## config.mk

```make
export PLATFORM = sky130hd
export DESIGN_NAME = rf_wb_arbiter
export DESIGN_NICKNAME = d
export VERILOG_FILES = /design/src/rtl/rf_wb_pkg.sv /design/src/rtl/wb_starve_ctr.sv /design/src/rtl/rf_wb_arbiter.sv
export SDC_FILE = /design/constraint.sdc
export NUM_CORES = 1
export LEC_CHECK = 0
export ABC_AREA = 1
export CAP_MARGIN = 20
export CORE_UTILIZATION = 36
export CTS_BUF_LIST = sky130_fd_sc_hd__clkbuf_16
export DETAILED_ROUTE_END_ITERATION = 10
export PLACE_DENSITY = 0.8
export SYNTH_ARGS = -nofsm -noshare
export SYNTH_HDL_FRONTEND = slang
export SYNTH_SLANG_ARGS = --single-unit
```

## constraint.sdc

```tcl
create_clock -name clk -period 1.3 [get_ports clk]
set_input_delay 0.39 -clock clk [delete_from_list [all_inputs] [get_ports clk]]
set_output_delay 0.39 -clock clk [all_outputs]
set_load 0.005 [all_outputs]
```

## src/rtl/rf_wb_pkg.sv

```systemverilog
// rtl/rf_wb_pkg.sv - shared constants and requester enum for the register-file writeback arbiter
package rf_wb_pkg;

   localparam int DATA_W   = 32;
   localparam int ADDR_W   = 5;
   localparam int NUM_REGS = 32;
   localparam int REG_ZERO = 0;

   typedef enum logic [1:0] {
      REQ_NONE = 2'd0,
      REQ_PIPE = 2'd1,
      REQ_MDU  = 2'd2
   } req_t;

endpackage

```

## src/rtl/wb_starve_ctr.sv

```systemverilog
// rtl/wb_starve_ctr.sv - saturating mdu starvation counter and force flag (used with RF_WB_STARVE_GUARD_EN)
module wb_starve_ctr #(
   parameter int LIMIT = 4
) (
   input  logic clk,
   input  logic reset,
   input  logic req_waiting_i,
   input  logic req_granted_i,
   output logic force_o
);
   import rf_wb_pkg::*;

   localparam int CNT_W = $clog2(LIMIT + 1);
   localparam logic [CNT_W-1:0] LIMIT_C = CNT_W'(LIMIT);

   logic [CNT_W-1:0] cnt_q, cnt_d;
   logic             force_q, force_d;

   // force is raised for the cycle after the count reaches the limit and drops once mdu is taken
   always_comb begin
      cnt_d   = cnt_q;
      force_d = 1'b0;
      if (req_granted_i || !req_waiting_i) begin
         cnt_d = '0;
      end else if (cnt_q != LIMIT_C) begin
         cnt_d = cnt_q + 1'b1;
      end
      if (req_waiting_i && (cnt_d == LIMIT_C)) begin
         force_d = 1'b1;
      end
   end

   always_ff @(posedge clk) begin
      if (reset) begin
         cnt_q   <= '0;
         force_q <= 1'b0;
      end else begin
         cnt_q   <= cnt_d;
         force_q <= force_d;
      end
   end

   assign force_o = force_q;

endmodule

```

## src/rtl/rf_wb_arbiter.sv

```systemverilog
// rtl/rf_wb_arbiter.sv - pipe/mdu arbiter for the register-file write port; optional RF_WB_STARVE_GUARD_EN
module rf_wb_arbiter #(
   parameter int DATA_W       = rf_wb_pkg::DATA_W,
   parameter int ADDR_W       = rf_wb_pkg::ADDR_W,
   parameter int STARVE_LIMIT = 4
) (
   input  logic              clk,
   input  logic              reset,
   input  logic              pipe_valid,
   input  logic [ADDR_W-1:0] pipe_sel,
   input  logic [DATA_W-1:0] pipe_din,
   output logic              pipe_ready,
   input  logic              mdu_valid,
   input  logic [ADDR_W-1:0] mdu_sel,
   input  logic [DATA_W-1:0] mdu_din,
   output logic              mdu_ready,
   output logic              writeEnable,
   output logic [ADDR_W-1:0] sel,
   output logic [DATA_W-1:0] Din,
   output logic              mdu_stall_pipe
);
   import rf_wb_pkg::*;

   logic              force_w;
   logic              gnt_pipe, gnt_mdu;
   req_t              grant_src;
   logic              we_q, we_d;
   logic [ADDR_W-1:0] sel_q, sel_d;
   logic [DATA_W-1:0] din_q, din_d;

`ifdef RF_WB_STARVE_GUARD_EN
   wb_starve_ctr #(
      .LIMIT (STARVE_LIMIT)
   ) u_starve_ctr (
      .clk           (clk),
      .reset         (reset),
      .req_waiting_i (mdu_valid && !mdu_ready),
      .req_granted_i (gnt_mdu),
      .force_o       (force_w)
   );
`else
   // Without the guard mdu only gets through on pipe-idle cycles; this is constant 0.
   assign force_w = (STARVE_LIMIT < 0);
`endif

   assign pipe_ready     = !force_w;
   assign mdu_ready      = force_w || !pipe_valid;
   assign mdu_stall_pipe = force_w && pipe_valid;

   assign gnt_pipe = pipe_valid && pipe_ready;
   assign gnt_mdu  = mdu_valid && mdu_ready;

   always_comb begin
      grant_src = REQ_NONE;
      if (gnt_pipe) begin
         grant_src = REQ_PIPE;
      end else if (gnt_mdu) begin
         grant_src = REQ_MDU;
      end
   end

   // r0 writes complete the handshake but never raise the strobe
   always_comb begin
      we_d  = 1'b0;
      sel_d = sel_q;
      din_d = din_q;
      case (grant_src)
         REQ_PIPE: begin
            we_d  = (pipe_sel != ADDR_W'(REG_ZERO));
            sel_d = pipe_sel;
            din_d = pipe_din;
         end
         REQ_MDU: begin
            we_d  = (mdu_sel != ADDR_W'(REG_ZERO));
            sel_d = mdu_sel;
            din_d = mdu_din;
         end
         default: begin
            we_d = 1'b0;
         end
      endcase
   end

   always_ff @(posedge clk) begin
      if (reset) begin
         we_q  <= 1'b0;
         sel_q <= '0;
         din_q <= '0;
      end else begin
         we_q  <= we_d;
         sel_q <= sel_d;
         din_q <= din_d;
      end
   end

   assign writeEnable = we_q;
   assign sel         = sel_q;
   assign Din         = din_q;

endmodule

```

==> results of run 1 <==
registers in the layout, indices dropped and copies added, names as in the netlist:
name	cells
sel	5
writeEnable	1
Din	32
logic make-up after synthesis:
group | after synthesis | share of synthesized area, %
and+or+nand+nor | 193 | 43.1
buffers and inverters | 57 | 14.1
DFF | 38 | 41.8
AOI/OAI and AO/OA | 2 | 0.687
other | 2 | 0.412
power breakdown:
| group | switching [mW] | internal, mW | total [mW] |
|---|---|---|---|
| Combinational | 0.267 | 0.436 | 0.703 |
| Clock | 0.409 | 0.684 | 1.09 |
| Sequential | 0.0328 | 1.24 | 1.28 |
| Total | 0.709 | 2.36 | 3.07 |
layout make-up:
class,count,area (µm²),share of cell area [%]
repair buffers,133,1370,41.3
multi-input cells,197,810,24.5
flip-flops and latches,38,761,23.0
inverters,41,154,4.65
clock buffers,5,125,3.78
well taps,67,83.8,2.53
clock inverters,2,7.51,0.227
routing by layer:
layer / wire [µm] / GRT usage, %
met1: 2310 / 23.3
met2: 2760 / 39.4
met3: 404 / 6.63
met4: 50 / 5.88
met5: 0 / 0
what timing repair did:
action                                  CTS  global route
resized for setup                        47             0
gates cloned                              3             0
hold buffers                              0             0
buffers inserted                          4             0
pin swaps                                 1             1
endpoints found under the setup margin   77            19
final timing paths:
check                  start  endpoint  slack, ps  cells after the start
setup / recovery  pipe_valid    sel[0]         40                      8
hold reg to reg       Din[7]    Din[7]        540                      4
hold / removal        Din[7]    Din[7]        540                      4
setup reg to reg      sel[0]    sel[0]        640                      4
per-stage QoR:
step	worst slack (ps)	hold slack [ps]	instance area, µm²
floorplan	275	459	1820
global placement	-500	529	3090
detailed placement	-500	538	3090
CTS	40.1	546	3310
global route	-31.9	568	3310
finish	39.6	542	3310
critical path, stage by stage:
cell           delay, ps
dlygate4sd2_1        260
buf_8                140
nor2_4               130
bufbuf_16            320
nand2_1               60
nand3_1               80
nand2_1               50
inv_1                 40
synthesized netlist by cell type, drive strengths merged:
| cell type | n | area share [%] |
|---|---|---|
| clkbuf | 1 | 0.21 |
| a21oi | 1 | 0.27 |
| inv | 41 | 8.4 |
| dfxtp | 38 | 42 |
| nor2 | 6 | 1.8 |
| o211ai | 1 | 0.41 |
| nand3b | 1 | 0.41 |
| conb | 2 | 0.41 |
| nand2 | 149 | 31 |
| buf | 15 | 5.4 |
| nand3 | 37 | 10 |
==> results_dict.tcl, run 1 <==
set metrics [dict create \
    syn_inst 292 \
    core_area_um2 4790 \
    drive_gt1_share_pct 6.49 \
    slew_violations 0 \
    synth_area_um2 1820 \
    synth_nets 370 \
    nNetsFinal 494 \
    drc 0 \
    min_path_type "reg -> reg" \
    critPathKind "in -> reg" \
    grt_pass1_vias 2071 \
    vdd_ir_drop_max_mv 0.588 \
    period_minus_slack_ps 1260 \
    ios 119 \
    grt-ovfl-total 0 \
    p_leak_nw 1.83 \
    clock_latency_ps 270 \
    num_antenna_cells 0 \
    dieArea_um2 5350 \
    grt_pass1_wl_um 8800 \
    gp_congestion 0.779 \
    setup_viol 0 \
    firstDrtPassIters 4 \
    root_buffer "clkbuf_16" \
    io_buffer_count 116 \
    path_clk_slew_ps 50 \
    hold_violations 0 \
    routed_wl_um 5520 \
    grt_setup_unrepaired "true" \
    outcome "complete, no violations" \
    area_delta_synth_final_pct 81.5 \
    synth-seq-cells 38 \
    placementRows 25 \
    synth.distinct_cells 17 \
    die_h_um 73.1 \
    grt_max_degree 24 \
    initial_utilization_pct 38.1 \
    wl_per_cell_um 11.4 \
    max_freq_mhz 793 \
    detail-route-antenna-nets 0 \
    stdcell_count 483 \
    drtIter0Drc 74 \
    clock_sinks 38 \
    dp_cells 469 \
    cts_tree "built" \
    via_per_inst 4.43 \
    cts-buffers-inserted 5 \
    fin_worst_skew_ps 0 \
    via_count 2142 \
    final_common_cell "nand2_1" \
    required_ps 1520 \
    tns_ps 0 \
    final_cell_mix "149 x nand2_1, 75 x clkdlybuf4s50_1, 41 x inv_1, 40 x dlygate4sd2_1, 38 x dfxtp_1" \
    final_util_pct 69.1 \
    synth.yosys.seq_area_share_pct 41.8 \
    cp_max_fo 17 \
    clock_path_buffers 2 \
    antenna_found_initial 0 \
    min_period_over_period_pct 97.0 \
    power.density_nw_per_um2 929 \
    die_w_um 73.1 \
    total_power_mw 3.07 \
    post-dp-hpwl_um 3790 \
    cts_max_level 2 \
    start_kind "input port" \
    cp.arrival_ps 1480 \
    syn_area_per_cell_um2 6.24 \
    fillers 422 \
    synth_warnings 0 \
    grt.total_usage_pct 21.3 \
    maxCapViolations 0 \
    endpoint_kind "register" \
]
Note: power is estimated with default switching activity, not from simulation.
==> run 2, diff against run 1 <==
CORE_MARGIN = 3   (was default)
==> run 2 against run 1 <==
Cell area is 1.7% lower. Clock power is 42% higher. Worst setup slack better by 13 ps. Via count is 1.3% lower. Sequential power hardly changed. Register-to-register slack hardly changed.
==> results_dict.tcl, run 2 (synthesis results as in run 1) <==
set metrics [dict create \
    ios 119 \
    cp_max_fo 2 \
    endpoint_kind "output port" \
    required_ps 910 \
    path_delay_family "flip-flops" \
    cts-buffers-inserted 5 \
    fillers 443 \
    max_freq_mhz 802 \
    path_clk_slew_ps 60 \
    final_cell_mix "149 x nand2_1, 75 x clkdlybuf4s50_1, 39 x dlygate4sd2_1, 38 x inv_1" \
    via_per_inst 4.44 \
    clock_latency_ps 280 \
    hold_depth 4 \
    min_period_over_period_pct 96.0 \
    min_path_type "reg -> reg" \
    cts_hold_buf 0 \
    cts_tree "built" \
    drc 0 \
    via_count 2114 \
    r2r-start "Din[12]" \
    min_from "Din[22]" \
    worst_path_max_delay_cell "dfxtp_1" \
    clock_sinks 38 \
    die_h_um 77.1 \
    fin_worst_skew_ps 0 \
    num_antenna_cells 0 \
    io_buffer_count 116 \
    nNetsFinal 486 \
    grt_pass1_wl_um 9340 \
    final_common_cell "nand2_1" \
    outcome "complete, no violations" \
    p_sw_mw 0.754 \
    gp_congestion 0.812 \
    path_cells "dlygate4sd2_1" \
    placementRows 25 \
    cts_max_level 2 \
    clock_path_buffers 2 \
    critPathKind "reg -> out" \
    period_minus_slack_ps 1250 \
    initial_utilization_pct 37.8 \
    total_power_mw 3.49 \
    wl_per_cell_um 11.5 \
    grt_pass1_vias 2088 \
    r2r_cells 4 \
    cp_num_cells 1 \
    area_delta_synth_final_pct 78.4 \
    p_clk_share_pct 44.6 \
    start_kind "register" \
    hold_violations 0 \
    post-dp-hpwl_um 3970 \
    antenna_found_initial 0 \
    power.density_nw_per_um2 1070 \
    final.hold.worst_slack_ps 548 \
    routed_wl_um 5460 \
    r2r-end "Din[12]" \
    maxCapViolations 0 \
    setup_viol 0 \
    internal-power_mw 2.73 \
    tns_ps 0 \
    swShare_pct 21.6 \
    multi_input_area_um2 810 \
    setup_ws_ps 52.6 \
    core_area_um2 4820 \
    firstDrtPassIters 6 \
    grt.total_usage_pct 19.4 \
    largest_register_ffs 32 \
    root_buffer "clkbuf_16" \
    p_leak_nw 1.78 \
    pwr-share-seq_pct 36.6 \
    vdd_ir_drop_max_mv 0.655 \
    pwr-share-comb_pct 18.8 \
    dieArea_um2 5950 \
    dp_slack_ps -502 \
    hold_end "Din[22]" \
    drtIter0Drc 103 \
    grt_setup_unrepaired "false" \
    cp.arrival_ps 860 \
    grt_max_degree 25 \
    final_util_pct 67.5 \
    drive_gt1_share_pct 5.62 \
    path_buf_inv 1 \
    grt-ovfl-total 0 \
    slew_violations 0 \
    die_w_um 77.1 \
    register_area_um2 762 \
    detail-route-antenna-nets 0 \
    slowest_delay_ps 320 \
    r2r_slack_ps 650 \
]
run 2: changes by cell type in the layout (fill, tap and decap cells not counted), sizes merged:
cell           delta
bufinv            +2
buf               -6
clkdlybuf4s15     +1
clkbuf            +1
inv               -2
bufbuf            -3
clkinv            +1
dlygate4sd2       -1
run 2: final cells by class:
| class | instances | share of cell area [%] |
|---|---|---|
| clock inverter | 3 | 1.96 |
| clock buffer | 5 | 3.85 |
| timing repair buffer | 125 | 38.5 |
| sequential | 38 | 23.4 |
| multi-input combinational | 197 | 24.9 |
| tap | 67 | 2.58 |
| inverter | 41 | 4.73 |
run 2: worst max path at each step:
stage / endpoint / slack, ps / startpoint
6_report: Din[15] / 50 / Din[15]
5_1_grt: Din[12] / 2 / Din[12]
4_1_cts: mdu_ready / 4 / pipe_valid
3_5_place_dp: mdu_ready / -500 / pipe_valid
3_3_place_gp: mdu_ready / -500 / pipe_valid
2_1_floorplan: Din[0] / 280 / mdu_valid
run 2: layer usage:
layer	wire [µm]	GRT usage, %
met1	2260	21.5
met2	2570	33.5
met3	529	7.86
met4	96	6.23
met5	0	0
run 2: power groups by stage:
stage	Sequential [mW]	Combinational, mW	Clock (mW)
6_report	1.28	0.656	1.55
4_1_cts	1.28	0.657	1.59
3_3_place_gp	1.30	0.687	0
5_1_grt	1.29	0.729	1.65
2_1_floorplan	1.31	0.233	0
3_5_place_dp	1.31	0.698	0
run 2: per-stage QoR:
stage	instance area [µm²]	std cells
floorplan	1820	292
detailed placement	3070	467
global placement	3070	467
CTS	3230	476
global route	3250	476
finish	3250	476
run 2: timing repair:
item	in CTS	in global routing
setup buffers	0	0
cloned	1	0
gates resized for setup	48	7
setup endpoints to repair	77	32
pin swaps	0	1
==> run 3, diff against run 2 <==
PLACE_DENSITY = default   (was 0.8)
PLACE_DENSITY_LB_ADDON = 0.08   (was default)
==> run 3 against run 2 <==
Sequential power barely moved. Fmax about the same. Via count is 3.7% lower. Hold slack worse by 2.6 ps. Critical endpoint is now mdu_ready. Largest cell class unchanged.
==> results_dict.tcl, run 3 (synthesis results as in run 1) <==
set metrics [dict create \
    critPathKind "in -> out" \
    grt-ovfl-total 0 \
    wl_per_cell_um 11.2 \
    dieArea_um2 5950 \
    grt_setup_unrepaired "false" \
    setup_viol 0 \
    min_from "Din[3]" \
    drtIter0Drc 53 \
    maxCapViolations 0 \
    area_delta_synth_final_pct 75.1 \
    cts_max_level 2 \
    r2r_slack_ps 660 \
    via_per_inst 4.28 \
    nNetsFinal 487 \
    via_count 2036 \
    grt.total_usage_pct 17.8 \
    path_clk_slew_ps 50 \
    max_freq_mhz 801 \
    post-dp-hpwl_um 3760 \
    clock_path_buffers 2 \
    cp.arrival_ps 860 \
    final_common_cell "nand2_1" \
    ios 119 \
    critPathLaunch "pipe_valid" \
    postCtsSetupBuffers 0 \
    cts_tree "built" \
    grt_max_degree 25 \
    drc 0 \
    min_path_type "reg -> reg" \
    required_ps 910 \
    endpoint_kind "output port" \
    gp_congestion 0.769 \
    r2r-start "Din[31]" \
    fin_worst_skew_ps 0 \
    start_kind "input port" \
    routed_wl_um 5310 \
    die_w_um 77.1 \
    initial_utilization_pct 37.8 \
    final_util_pct 66.2 \
    cp_max_fo 2 \
    period_minus_slack_ps 1250 \
    hold_depth 4 \
    min_period_over_period_pct 96.0 \
    drive_gt1_share_pct 5.13 \
    vdd_ir_drop_max_mv 0.513 \
    core_area_um2 4820 \
    grt_pass1_wl_um 8640 \
    clock_latency_ps 270 \
    crit_path_end "mdu_ready" \
    cts_hold_buf 0 \
    dp_cells 467 \
    final_cell_mix "149 x nand2_1, 75 x clkdlybuf4s50_1, 40 x inv_1, 39 x dlygate4sd2_1, 38 x dfxtp_1" \
    r2r-end "Din[31]" \
    largest_register_ffs 32 \
    hold_violations 0 \
    clock_sinks 38 \
    power.density_nw_per_um2 948 \
    placementRows 25 \
    r2r_cells 4 \
    slew_violations 0 \
    antenna_found_initial 0 \
    root_buffer "clkbuf_16" \
    detail-route-antenna-nets 0 \
    grt_pass1_vias 1897 \
    p_leak_nw 1.76 \
    firstDrtPassIters 6 \
    num_antenna_cells 0 \
    cts-buffers-inserted 5 \
    outcome "complete, no violations" \
    die_h_um 77.1 \
    stdcell_count 476 \
    io_buffer_count 116 \
]
## run 3: worst min-delay path by stage
stage / endpoint / slack [ps]
after floorplan: writeEnable / 460
after global placement: Din[16] / 530
after detailed placement: Din[0] / 540
after CTS: Din[0] / 550
after global routing: Din[19] / 580
final: Din[3] / 540
## run 3: routing by layer
layer  vias up  share of wire, %  GRT usage, %
li1       1093                 -             -
met1       870                45          22.2
met2        69                47          28.9
met3         4               7.7          6.34
met4         0              0.96          4.80
met5         -                 0             0
## run 3: per-stage QoR
step | TNS, ps | worst slack (ps) | power [mW] | area, µm² | hold WS (ps)
6_report | 0 | 51.5 | 3.03 | 3190 | 545
5_1_grt | 0 | 5.58 | 3.19 | 3190 | 576
4_1_cts | 0 | 41.7 | 3.06 | 3180 | 547
3_5_place_dp | -18520 | -503 | 2.00 | 3070 | 537
3_3_place_gp | -18320 | -503 | 1.99 | 3070 | 532
2_1_floorplan | 0 | 275 | 1.55 | 1820 | 459
## run 3: what timing repair did
| action | 4_1_cts | 5_1_grt |
|---|---|---|
| gates cloned | 1 | 1 |
| gates resized for setup | 49 | 2 |
| endpoints found under the setup margin | 77 | 9 |
| pin swaps | 0 | 0 |
## run 3: final cells by class
cell class                 instances  area [µm²]
timing repair buffer             126        1250
inverter                          41         154
multi-input combinational        197         810
tap                               67        83.8
fill                             498        1630
clock buffer                       5         125
sequential                        38         761
clock inverter                     2        7.51
## run 3: power breakdown
part	switching, mW	total, mW	internal, mW
Combinational	0.256	0.651	0.395
Sequential	0.0320	1.28	1.24
Clock	0.415	1.10	0.684
## run 3: worst max-delay path, cell delays in order
cell and delay [ps]:
clkdlybuf4s15_1 200, inv_2 70, clkdlybuf4s15_2 200
